--- src/rtl/uart_pkg.sv ---
// Shared types and constants for the UART transmitter.
// Frame length follows UART_TX_PARITY_EN (even parity bit when defined).
package uart_pkg;

    typedef enum logic [2:0] {
        IDLE,
        START,
        DATA,
        PARITY,
        STOP
    } uart_state_e;

    localparam logic [15:0] DEFAULT_BAUD_DIVIDER = 16'h013F;
    localparam int          DATA_W               = 8;
    localparam int          FRAME_BITS_8N1       = 10;
    localparam int          FRAME_BITS_PARITY    = 11;

`ifdef UART_TX_PARITY_EN
    localparam int FRAME_BITS = FRAME_BITS_PARITY;
`else
    localparam int FRAME_BITS = FRAME_BITS_8N1;
`endif

endpackage

--- src/rtl/uart_tx_fifo.sv ---
// Synchronous FIFO buffering words between the sender and the line.
// Pointers carry one extra wrap bit so full and empty are distinguishable.
module uart_tx_fifo
    import uart_pkg::*;
#(
    parameter int FIFO_DEPTH = 4
) (
    input  logic              clk_i,
    input  logic              reset_i,
    input  logic              push_i,
    input  logic [DATA_W-1:0] data_i,
    input  logic              pop_i,
    output logic [DATA_W-1:0] data_o,
    output logic              full_o,
    output logic              empty_o
);

    localparam int AW = $clog2(FIFO_DEPTH);

    logic [DATA_W-1:0] mem_q [FIFO_DEPTH];
    logic [AW:0]       wr_q, wr_d;
    logic [AW:0]       rd_q, rd_d;
    logic              do_push;
    logic              do_pop;

    assign empty_o = (wr_q == rd_q);
    assign full_o  = (wr_q[AW] != rd_q[AW]) &&
                     (wr_q[AW-1:0] == rd_q[AW-1:0]);
    assign do_push = push_i & ~full_o;
    assign do_pop  = pop_i & ~empty_o;
    assign data_o  = mem_q[rd_q[AW-1:0]];

    always_comb begin
        wr_d = wr_q;
        rd_d = rd_q;
        if (do_push) wr_d = wr_q + 1'b1;
        if (do_pop)  rd_d = rd_q + 1'b1;
    end

    always_ff @(posedge clk_i or posedge reset_i) begin
        if (reset_i) begin
            wr_q <= '0;
            rd_q <= '0;
        end else begin
            wr_q <= wr_d;
            rd_q <= rd_d;
        end
    end

    // Storage needs no reset; the pointers define what is valid.
    always_ff @(posedge clk_i) begin
        if (do_push) mem_q[wr_q[AW-1:0]] <= data_i;
    end

endmodule

--- src/rtl/uart_tx.sv ---
// UART transmitter: 8N1 frames from an internal FIFO.
// Define UART_TX_PARITY_EN to insert an even parity bit before stop.
module uart_tx
    import uart_pkg::*;
#(
    parameter logic [15:0] BAUD_DIVIDER = DEFAULT_BAUD_DIVIDER,
    parameter int          FIFO_DEPTH   = 4
) (
    input  logic              clk_i,
    input  logic              reset_i,
    input  logic              en_i,
    input  logic [DATA_W-1:0] tx_data_i,
    input  logic              tx_valid_i,
    output logic              tx_ready_o,
    output logic              tx_o,
    output logic              tx_busy_o,
    output logic              tx_div_clk_en_o
);

    uart_state_e       state_q, state_d;
    logic [15:0]       cnt_q, cnt_d;
    logic [2:0]        bit_q, bit_d;
    logic [DATA_W-1:0] shift_q, shift_d;
    logic              tx_q, tx_d;
`ifdef UART_TX_PARITY_EN
    logic              par_q, par_d;
`endif

    logic              fifo_full;
    logic              fifo_empty;
    logic              fifo_pop;
    logic [DATA_W-1:0] fifo_data;
    logic              wrap;
    logic              start_ok;

    uart_tx_fifo #(
        .FIFO_DEPTH(FIFO_DEPTH)
    ) u_fifo (
        .clk_i  (clk_i),
        .reset_i(reset_i),
        .push_i (tx_valid_i),
        .data_i (tx_data_i),
        .pop_i  (fifo_pop),
        .data_o (fifo_data),
        .full_o (fifo_full),
        .empty_o(fifo_empty)
    );

    assign wrap     = (state_q != IDLE) &&
                      (cnt_q == BAUD_DIVIDER - 16'd1);
    assign start_ok = ~fifo_empty & en_i;

    always_comb begin
        state_d  = state_q;
        cnt_d    = '0;
        bit_d    = bit_q;
        shift_d  = shift_q;
        tx_d     = tx_q;
        fifo_pop = 1'b0;
`ifdef UART_TX_PARITY_EN
        par_d    = par_q;
`endif
        if (state_q != IDLE && !wrap) cnt_d = cnt_q + 16'd1;

        unique case (state_q)
            IDLE: begin
                tx_d = 1'b1;
                if (start_ok) begin
                    fifo_pop = 1'b1;
                    shift_d  = fifo_data;
`ifdef UART_TX_PARITY_EN
                    par_d    = ^fifo_data;
`endif
                    tx_d     = 1'b0;
                    state_d  = START;
                end
            end
            START: begin
                if (wrap) begin
                    state_d = DATA;
                    tx_d    = shift_q[0];
                    shift_d = {1'b0, shift_q[DATA_W-1:1]};
                    bit_d   = 3'd7;
                end
            end
            DATA: begin
                if (wrap) begin
                    if (bit_q == 3'd0) begin
`ifdef UART_TX_PARITY_EN
                        state_d = PARITY;
                        tx_d    = par_q;
`else
                        state_d = STOP;
                        tx_d    = 1'b1;
`endif
                    end else begin
                        tx_d    = shift_q[0];
                        shift_d = {1'b0, shift_q[DATA_W-1:1]};
                        bit_d   = bit_q - 3'd1;
                    end
                end
            end
`ifdef UART_TX_PARITY_EN
            PARITY: begin
                if (wrap) begin
                    state_d = STOP;
                    tx_d    = 1'b1;
                end
            end
`endif
            STOP: begin
                if (wrap) begin
                    // Chain straight into the next start bit when possible.
                    if (start_ok) begin
                        fifo_pop = 1'b1;
                        shift_d  = fifo_data;
`ifdef UART_TX_PARITY_EN
                        par_d    = ^fifo_data;
`endif
                        tx_d     = 1'b0;
                        state_d  = START;
                    end else begin
                        tx_d    = 1'b1;
                        state_d = IDLE;
                    end
                end
            end
            default: begin
                tx_d    = 1'b1;
                state_d = IDLE;
            end
        endcase
    end

    always_ff @(posedge clk_i or posedge reset_i) begin
        if (reset_i) begin
            state_q <= IDLE;
            cnt_q   <= '0;
            bit_q   <= '0;
            shift_q <= '0;
            tx_q    <= 1'b1;
`ifdef UART_TX_PARITY_EN
            par_q   <= 1'b0;
`endif
        end else begin
            state_q <= state_d;
            cnt_q   <= cnt_d;
            bit_q   <= bit_d;
            shift_q <= shift_d;
            tx_q    <= tx_d;
`ifdef UART_TX_PARITY_EN
            par_q   <= par_d;
`endif
        end
    end

    assign tx_o            = tx_q;
    assign tx_ready_o      = ~fifo_full;
    assign tx_busy_o       = (state_q != IDLE) | ~fifo_empty;
    assign tx_div_clk_en_o = wrap;

endmodule

--- config.mk ---
export PLATFORM = sky130hd
export DESIGN_NAME = uart_tx
export DESIGN_NICKNAME = d
export VERILOG_FILES = /design/src/rtl/uart_pkg.sv /design/src/rtl/uart_tx_fifo.sv /design/src/rtl/uart_tx.sv
export SDC_FILE = /design/constraint.sdc
export NUM_CORES = 1
export LEC_CHECK = 0
export BUFFER_PORTS_ARGS = -buffer_cell sky130_fd_sc_hd__buf_2
export CORE_MARGIN = 8
export CORE_UTILIZATION = 60
export DETAILED_ROUTE_END_ITERATION = 8
export MAX_ROUTING_LAYER = met4
export PLACE_DENSITY = 0.76
export SETUP_SLACK_MARGIN = 0.05
export SLEW_MARGIN = 20
export SYNTH_ARGS = -nofsm -noshare
export SYNTH_HDL_FRONTEND = slang
export SYNTH_SLANG_ARGS = --single-unit
--- constraint.sdc ---
create_clock -name clk_i -period 3.45 [get_ports clk_i]
set_input_delay 0.69 -clock clk_i [delete_from_list [all_inputs] [get_ports clk_i]]
set_output_delay 0.69 -clock clk_i [all_outputs]
set_load 0.01 [all_outputs]
==> metrics, run 1 <==
Cells after Synth=235; sequential share of power=0.513; largest area contributor in the netlist=edfxtp_1; Netlist cell types=43; largest net degree at the start of global routing=38; LEAKAGE=1.46 nW; number of fillers in the final layout=371; syn_area_per_cell=13.3 sq um; critical path's slowest cell=dfrtp_1; crit share post-route=0.771; Worst-Skew Late Latency=330 ps; RSZ-0062 raised after global routing=false; total power=0.00196 W; CP Max Fanout=14; Async SR Flop Fraction=0.536; global route overflow=0; initial antenna violation count=0; number of global-route vias before repair=1939; Req. time, crit path=2760 ps; Net Sw Frac=0.229; number of core rows=26; Final TNS setup=0 ps; Layout area overhead=11.7%; diode count=0; Nets=274; Num CTS Buffers=9; DRT antenna net count=0; status=complete, no violations; max-slew violation count=0; routability cong.=0.764; relative slew slack=0.592; DR iter-0 viols=76; Synth Cell Area=0.00313 sq mm; PostCTS Resize Cnt=0; H-tree levels=3; worst hold path class=primary input to async pin; Pint=0.00151 W; synth warn=0; Worst setup endpoint=tx_div_clk_en_o; minimum clock period=2660 ps; Pwr Density=562 mW/mm^2; Slew @ Worst Pin=611 ps; Clock Sinks=69; Max Cap Violations=0; routed vias/inst=5.67; R2R depth=7; GRT Total Usage=0.167; IO Pins=16; Worst Setup Slack, final=790 ps; top_reg_cell synth=dfrtp_1; Worst R2R End=shift_q[6]$_DFFE_PP0P_; sequential area share after synthesis=0.604; clk slew on worst S/H paths=70 ps; Pre-antenna DRT Iters=5; EDFF count, synth=32; Synth Net Count=256; WL final=5.32 mm; worst reg-to-reg setup slack=1190 ps; skew final=3.71 ps; Gate power share=0.098; area share of the largest cell type after synthesis=0.307; first-pass GRT wire length=9.52 mm; NetSw=0.000449 W; fmax=376 MHz; clock buffer depth=2; pre-CTS WS=1130 ps; Worst setup SP type=register; clk root buf=clkbuf_8; core area=0.00507 sq mm; peak supply drop=0.369 mV; Starting Density=0.616; crit path launch=cnt_q[0]$_DFF_PP0_; Clk pwr share=0.389; Setup violations, final=0; top post-synthesis cells by area=edfxtp_1, dfrtp_1, mux4_2; CTS tree=done; wire per inst=16.2 um; postcts setup bufs=0; FF+latch count, synth=69; Crit path arrival time=1970 ps; DP HPWL=3.65 mm; kind of critical path=register to output port; Worst path max stage delay=410 ps; Port Buffers=15; die area=0.00777 sq mm; Placed Cells=312; # DRC=0; Crit. End Element=output port; Final Hold Viols=0; crit-path cells=inv_1, ha_1, nor3b_1, nand4_2, nor2b_1, buf_2; WHS=459 ps; post-route insts no fill=328; Die W=88.2 um; DIE HEIGHT=88.2 um; via count=1861; RR Startpoint=cnt_q[0]$_DFF_PP0_; share of cells above drive strength 1=0.194; CTS hold repair buffers=0
## how the worst min path moves through the flow
| stage | slack (ps) | cells after the start | start | endpoint |
|---|---|---|---|---|
| 4_1_cts | 460 | 3 | reset_i | u_fifo.rd_q[2]$_DFFE_PP0P_ |
| 3_3_place_gp | 460 | 1 | cnt_q[0]$_DFF_PP0_ | cnt_q[0]$_DFF_PP0_ |
| 6_report | 460 | 3 | reset_i | u_fifo.wr_q[2]$_DFFE_PP0P_ |
| 5_1_grt | 500 | 3 | reset_i | u_fifo.rd_q[2]$_DFFE_PP0P_ |
| 2_1_floorplan | 450 | 1 | cnt_q[0]$_DFF_PP0_ | cnt_q[0]$_DFF_PP0_ |
| 3_5_place_dp | 470 | 2 | tx_o$_DFFE_PP1P_ | tx_o$_DFFE_PP1P_ |
## logic make-up (layout without fill, tap and decap cells)
group / Yosys count / in the layout / share of synthesized area
and+or+nand+nor: 70 / 70 / 0.122
DFF: 69 / 69 / 0.604
AOI/OAI and AO/OA: 37 / 37 / 0.0889
xor gates and xnor gates: 20 / 20 / 0.0560
buffers and inverters: 20 / 43 / 0.0276
muxes: 10 / 10 / 0.0649
adders and majority gates: 9 / 9 / 0.0360
## cells in the final DEF, fill, tap and decap left out, types with 6 or more instances in the layout
cell type / instances
dfrtp_1: 36
edfxtp_1: 32
nor2_1: 23
xor2_1: 16
buf_2: 15
inv_1: 10
nand2_1: 9
ha_1: 9
clkbuf_8: 9
mux4_2: 8
a21oi_1: 7
o22ai_1: 7
a2bb2oi_1: 7
and3_1: 6
o21ai_0: 6
## state kept, by name (all words and copies together), names as in the netlist
| name | flops |
|---|---|
| shift_q | 8 |
| tx_o | 1 |
| u_fifo.wr_q | 3 |
| bit_q | 3 |
| u_fifo.rd_q | 3 |
| u_fifo.mem_q | 32 |
| cnt_q | 16 |
| state_q | 3 |
## synth_stat cells, types with 2 or more instances
| cell | instances |
|---|---|
| and2_1 | 3 |
| o22ai_1 | 7 |
| a2bb2oi_1 | 7 |
| and3_1 | 6 |
| xnor2_1 | 4 |
| nand2_1 | 9 |
| inv_1 | 10 |
| dfrtp_1 | 36 |
| nor2_1 | 23 |
| nand4_1 | 4 |
| nand3_1 | 4 |
| a21o_1 | 2 |
| buf_2 | 6 |
| clkbuf_1 | 3 |
| nand3b_1 | 2 |
| edfxtp_1 | 32 |
| xor2_1 | 16 |
| a21oi_1 | 7 |
| nor3_1 | 3 |
| o21ai_0 | 6 |
| mux4_2 | 8 |
| o21a_1 | 2 |
| mux2_2 | 2 |
| or3_1 | 4 |
| nand2b_1 | 3 |
| ha_1 | 9 |
## worst max-delay path, delay by kind of cell, from the launching register on
kind	cells	cell delay [ps]
fa+ha+maj	1	130
buf+inv	2	220
flops	1	410
simple gates	3	880
## routing by layer
metal | vias to the layer above | part of all wire | GRT usage
met3 | 8 | 0.033 | 0.0422
li1 | 890 | - | -
met4 | 0 | 0.013 | 0.0599
met2 | 36 | 0.52 | 0.258
met5 | - | 0 | -
met1 | 927 | 0.44 | 0.206
## layout make-up
cell class	count	area [sq um]	share of cell area
sequential	69	1890	0.541
clock inverter	7	114	0.0326
clock buffer	9	124	0.0355
inverter	10	37.5	0.0107
timing repair buffer	17	90.1	0.0258
tap	70	87.6	0.0251
multi-input combinational	146	1150	0.330
## metrics by stage
stage | util | cell area (sq um)
6_report | 0.688 | 3490
5_1_grt | 0.688 | 3490
4_1_cts | 0.688 | 3490
3_5_place_dp | 0.641 | 3250
3_3_place_gp | 0.641 | 3250
2_1_floorplan | - | 3130
## power groups by stage
stage	Combinational (W)	Sequential (W)	Clock, W
detailed placement	0.000196	0.00102	0
global placement	0.000183	0.00102	0
global route	0.000224	0.00101	0.000818
CTS	0.000198	0.00101	0.000781
floorplan	0.000137	0.00101	0
finish	0.000192	0.00101	0.000764
Note: power is estimated with default switching activity, not from simulation.
==> run 2, diff against run 1 <==
Settings changed: ABC_AREA set to 1, CORE_UTILIZATION 60 to 55, PLACE_DENSITY 0.76 to 0.73.
Clock period 3.45 ns to 2.3 ns, I/O delays scaled along.
==> run 2 against run 1 <==
Net effect:
- global-route usage increased by 0.28 points
- largest power group unchanged
- critical path type unchanged
- first-iteration DRC count increased by 110%
- final cell count increased by 55%
- highest routed layer unchanged
- synthesized cell count increased by 70%
==> metrics, run 2 <==
CP Max Fanout=6; CTS hold repair buffers=0; number of core rows=29; Layout area overhead=10.8%; status=complete, no violations; largest area contributor in the netlist=edfxtp_1; LEAKAGE=1.80 nW; Max Cap Violations=0; WL final=6.45 mm; Num CTS Buffers=9; Worst Setup Slack, final=217 ps; clk root buf=clkbuf_8; WHS=210 ps; Clock Sinks=69; DR iter-0 viols=159; top post-synthesis cells by area=edfxtp_1, dfrtp_1, nand2_1; postcts setup bufs=0; Commonest cells post-synth=nand2_1, nor2_1, inv_1; top_reg_cell synth=dfrtp_1; H-tree levels=3; via count=2514; diode count=0; global route overflow=0; Async SR Flop Fraction=0.536; clock buffer depth=2; pre-CTS WS=503 ps; minimum clock period=2080 ps; IO Pins=16; CTS tree=done; Starting Density=0.557; FF+latch count, synth=69; Port Buffers=15; core area=0.00620 sq mm; Req. time, crit path=1840 ps; die area=0.00907 sq mm; relative slew slack=0.549; PostCTS Resize Cnt=0; DRT antenna net count=0; Pre-antenna DRT Iters=4; Crit path arrival time=1620 ps; synth warn=0; number of global-route vias before repair=2484; # DRC=0; DP HPWL=4.62 mm; Final Hold Viols=0; worst hold path class=primary input to async pin; EDFF count, synth=32; Slew @ Worst Pin=676 ps; Synth Cell Area=0.00345 sq mm; R2R depth=6; worst reg-to-reg setup slack=460 ps; Setup violations, final=0; initial antenna violation count=0; RSZ-0062 raised after global routing=false; Pwr Density=727 mW/mm^2; Worst setup SP type=register; first-pass GRT wire length=11.4 mm; area share of the largest cell type after synthesis=0.278; max reg flops=32; routed vias/inst=4.96; most frequent cells in the layout=nand2_1, nor2_1, inv_1; DIE HEIGHT=95.3 um; Netlist cell types=31; Final TNS setup=0 ps; share of cells above drive strength 1=0.147; most common cell after layout, fill and taps aside=nand2_1; kind of critical path=register to output port; sequential area share after synthesis=0.547; wire per inst=12.7 um; Nets=446; Crit. End Element=output port; routability cong.=0.885; syn_area_per_cell=8.66 sq um; clk slew on worst S/H paths=70 ps; largest net degree at the start of global routing=31; peak supply drop=0.500 mV; GRT Total Usage=0.169; Worst-Skew Late Latency=340 ps; max-slew violation count=0; fmax=480 MHz; skew final=6.63 ps; Synth Net Count=420; most frequent cell after synthesis=nand2_1; Util after Layout=0.617; Cells after Synth=399; crit share post-route=0.905; Die W=95.3 um
[run 2: cell types whose count changed after synthesis, sizes merged, moves of 4 or more]
cell	previous run	this run
a2bb2oi	7	0
and3	6	0
inv	10	47
mux4	8	0
nand2	9	142
nand3	4	26
nor2	23	51
o21ai	6	16
o22ai	7	0
or3	4	0
xor2	16	7
[run 2: cell families (layout without fill, tap and decap cells)]
family / count (synthesis) / after routing / synth area share
xor gates and xnor gates: 9 / 9 / 0.0228
AOI/OAI and AO/OA: 23 / 23 / 0.0344
adders and majority gates: 9 / 9 / 0.0326
DFF: 69 / 69 / 0.547
buffers and inverters: 54 / 85 / 0.0648
and+or+nand+nor: 235 / 235 / 0.299
[run 2: worst max-delay path: stages (launching register included)]
cell     delay (ps)
dfrtp_1         440
inv_1            80
ha_1            130
nand3_1         100
nor2_1          140
nand2_2         120
nor2_1          120
buf_2           150
[run 2: metrics by stage]
stage	area, sq um	std cells	total power [W]
after floorplan	3450	399	0.00177
after global placement	3640	491	0.00190
after detailed placement	3640	491	0.00191
after CTS	3830	507	0.00281
after global routing	3830	507	0.00294
final	3830	507	0.00278
[run 2: where the power goes]
part / leakage (nW) / internal [W] / total [W] / switching [W]
sequential: 0.780 / 0.00144 / 0.00149 / 0.0000484
clock: 0.0937 / 0.000480 / 0.000895 / 0.000415
combinational: 0.925 / 0.000123 / 0.000396 / 0.000273
[run 2: area by class of cell]
| cell class | instances | area (sq um) |
|---|---|---|
| inverter | 48 | 185 |
| fill | 526 | 2380 |
| clock buffer | 15 | 176 |
| clock inverter | 1 | 5.00 |
| multi-input combinational | 276 | 1340 |
| tap | 77 | 96.3 |
| timing repair buffer | 21 | 133 |
| sequential | 69 | 1890 |
[run 2: worst paths after layout]
| check | from | endpoint |
|---|---|---|
| worst max-delay path | cnt_q[0]$_DFF_PP0_ | tx_div_clk_en_o |
| worst min-delay path | reset_i | shift_q[7]$_DFFE_PP0P_ |
| worst max register to register | u_fifo.rd_q[1]$_DFFE_PP0P_ | u_fifo.mem_q[3][4]$_DFFE_PP_ |
| worst min register to register | shift_q[3]$_DFFE_PP0P_ | shift_q[3]$_DFFE_PP0P_ |
| max in group asynchronous | reset_i | u_fifo.wr_q[2]$_DFFE_PP0P_ |
| min in group clk_i | tx_data_i[5] | u_fifo.mem_q[1][5]$_DFFE_PP_ |
[run 2: metal layers]
metal / vias to the layer above / GRT usage / wire length, um
met3: 16 / 0.0307 / 171
li1: 1317 / - / -
met1: 1136 / 0.195 / 2880
met4: 0 / 0.103 / 214
met2: 45 / 0.270 / 3180
met5: - / - / 0
==> run 3, diff against run 2 <==
Settings changed: CORE_UTILIZATION 55 to 30, PLACE_DENSITY 0.73 to not set.
==> run 3 against run 2 <==
Net effect:
- critical path type unchanged
- global-route usage down 6.2 points
- highest routed layer unchanged
- combinational power about the same
- register-to-register slack improved by 20 ps
- worst setup slack better by 41 ps
- sequential share of layout area is 2.6 points lower
- die area grew 68%
- wire length grew 7.7%
- sequential power about the same
- fmax is 2.0% higher
==> metrics, run 3 (synthesis gave the netlist of run 2 again) <==
status=complete, no violations; post-route insts no fill=573; Req. time, crit path=1840 ps; die area=0.0152 sq mm; crit-path cells=nor2_2, inv_2, nor2_2, nand4_1, buf_2; number of global-route vias before repair=2546; Clock Sinks=69; clk root buf=clkbuf_16; relative slew slack=0.677; wire per inst=12.1 um; initial antenna violation count=0; Setup violations, final=0; design area=0.00404 sq mm; DRT antenna net count=0; worst hold path class=primary input to async pin; Port Buffers=15; DR iter-0 viols=136; Pwr Density=828 mW/mm^2; Critical Path Most Common Cell=nor2_2; routed vias/inst=4.35; PostCTS Resize Cnt=0; peak supply drop=0.496 mV; crit share post-route=0.887; Max Cap Violations=0; first-pass GRT wire length=12.2 mm; CP Max Fanout=5; Slew @ Worst Pin=485 ps; CTS tree=done; GRT Total Usage=0.107; clk slew on worst S/H paths=60 ps; LEAKAGE=1.85 nW; Die W=123 um; Final Hold Viols=0; routability cong.=0.844; # DRC=0; CTS hold repair buffers=0; Placed Cells=558; Worst setup SP type=register; clock buffer depth=2; DIE HEIGHT=123 um; post-place instance area=0.00372 sq mm; kind of critical path=register to output port; via count=2493; Worst-Skew Late Latency=330 ps; most common cell after layout, fill and taps aside=nand2_1; global route overflow=0; H-tree levels=3; area of the multi-input gates=0.00134 sq mm; Crit path max-delay family=simple AND/OR/NAND/NOR gates; max-slew violation count=0; Starting Density=0.305; Layout area overhead=16.8%; FF+latch area=0.00189 sq mm; diode count=0; WP buf/inv=2; DP HPWL=5.11 mm; IO Pins=16; minimum clock period=2040 ps; critical path's slowest cell=dfrtp_1; most frequent cells in the layout=nand2_1, nor2_1, inv_1; fmax=490 MHz; number of fillers in the final layout=1174; RSZ-0062 raised after global routing=false; Num CTS Buffers=9; postcts setup bufs=0; skew final=4.80 ps; Crit path arrival time=1580 ps; share of cells above drive strength 1=0.151; Crit. End Element=output port; max reg flops=32; number of core rows=39; Nets=447; Final TNS setup=0 ps; largest net degree at the start of global routing=38; Worst path max stage delay=420 ps; Pre-antenna DRT Iters=4; core area=0.0113 sq mm; WL final=6.94 mm
==> run 3: cell types whose count changed in the layout (fill, tap and decap cells not counted), sizes merged <==
cell | previous run | this run
clkbuf | 15 | 9
bufinv | 0 | 2
clkinvlp | 0 | 2
buf | 21 | 22
inv | 47 | 48
==> run 3: final timing paths <==
check / from / to / slack (ps) / cells past startpoint
setup / recovery: state_q[0]$_DFFE_PP0P_ / tx_busy_o / 260 / 5
hold / removal: reset_i / u_fifo.wr_q[1]$_DFFE_PP0P_ / 230 / 3
setup reg to reg: u_fifo.rd_q[1]$_DFFE_PP0P_ / u_fifo.mem_q[3][4]$_DFFE_PP_ / 480 / 6
hold reg to reg: shift_q[6]$_DFFE_PP0P_ / shift_q[6]$_DFFE_PP0P_ / 480 / 2
max in group asynchronous: reset_i / tx_o$_DFFE_PP1P_ / 1700 / 3
min in group clk_i: tx_data_i[5] / u_fifo.mem_q[3][5]$_DFFE_PP_ / 360 / 1
==> run 3: power breakdown <==
group	total, W	internal (W)	leakage, nW	switching, W
Clock	0.00145	0.000942	0.146	0.000512
Sequential	0.00150	0.00144	0.780	0.0000512
Combinational	0.000393	0.000120	0.925	0.000273
==> run 3: routing by layer <==
layer	vias up	GRT usage	routed length, um
met1	1127	0.129	3500
met5	-	-	0
met4	0	0.0391	119
met2	37	0.163	3130
met3	10	0.0384	190
li1	1319	-	-
==> run 3: final cells by class <==
cell class / count / area share
inverter: 48 / 0.0459
clock inverter: 6 / 0.0217
multi-input combinational: 276 / 0.333
sequential: 69 / 0.468
tap: 143 / 0.0443
timing repair buffer: 22 / 0.0316
clock buffer: 9 / 0.0558
==> run 3: through the flow <==
step | util | hold WS, ps | power, W | worst slack, ps
2_1_floorplan | - | 442 | 0.00177 | 572
3_3_place_gp | 0.329 | 458 | 0.00191 | 519
5_1_grt | 0.356 | 294 | 0.00351 | 133
3_5_place_dp | 0.329 | 464 | 0.00192 | 462
4_1_cts | 0.356 | 248 | 0.00338 | 232
6_report | 0.356 | 233 | 0.00334 | 259
==> run 3: tightest hold or removal path, stage by stage <==
cell and delay, ps:
buf_2 90, inv_1 40, buf_4 410
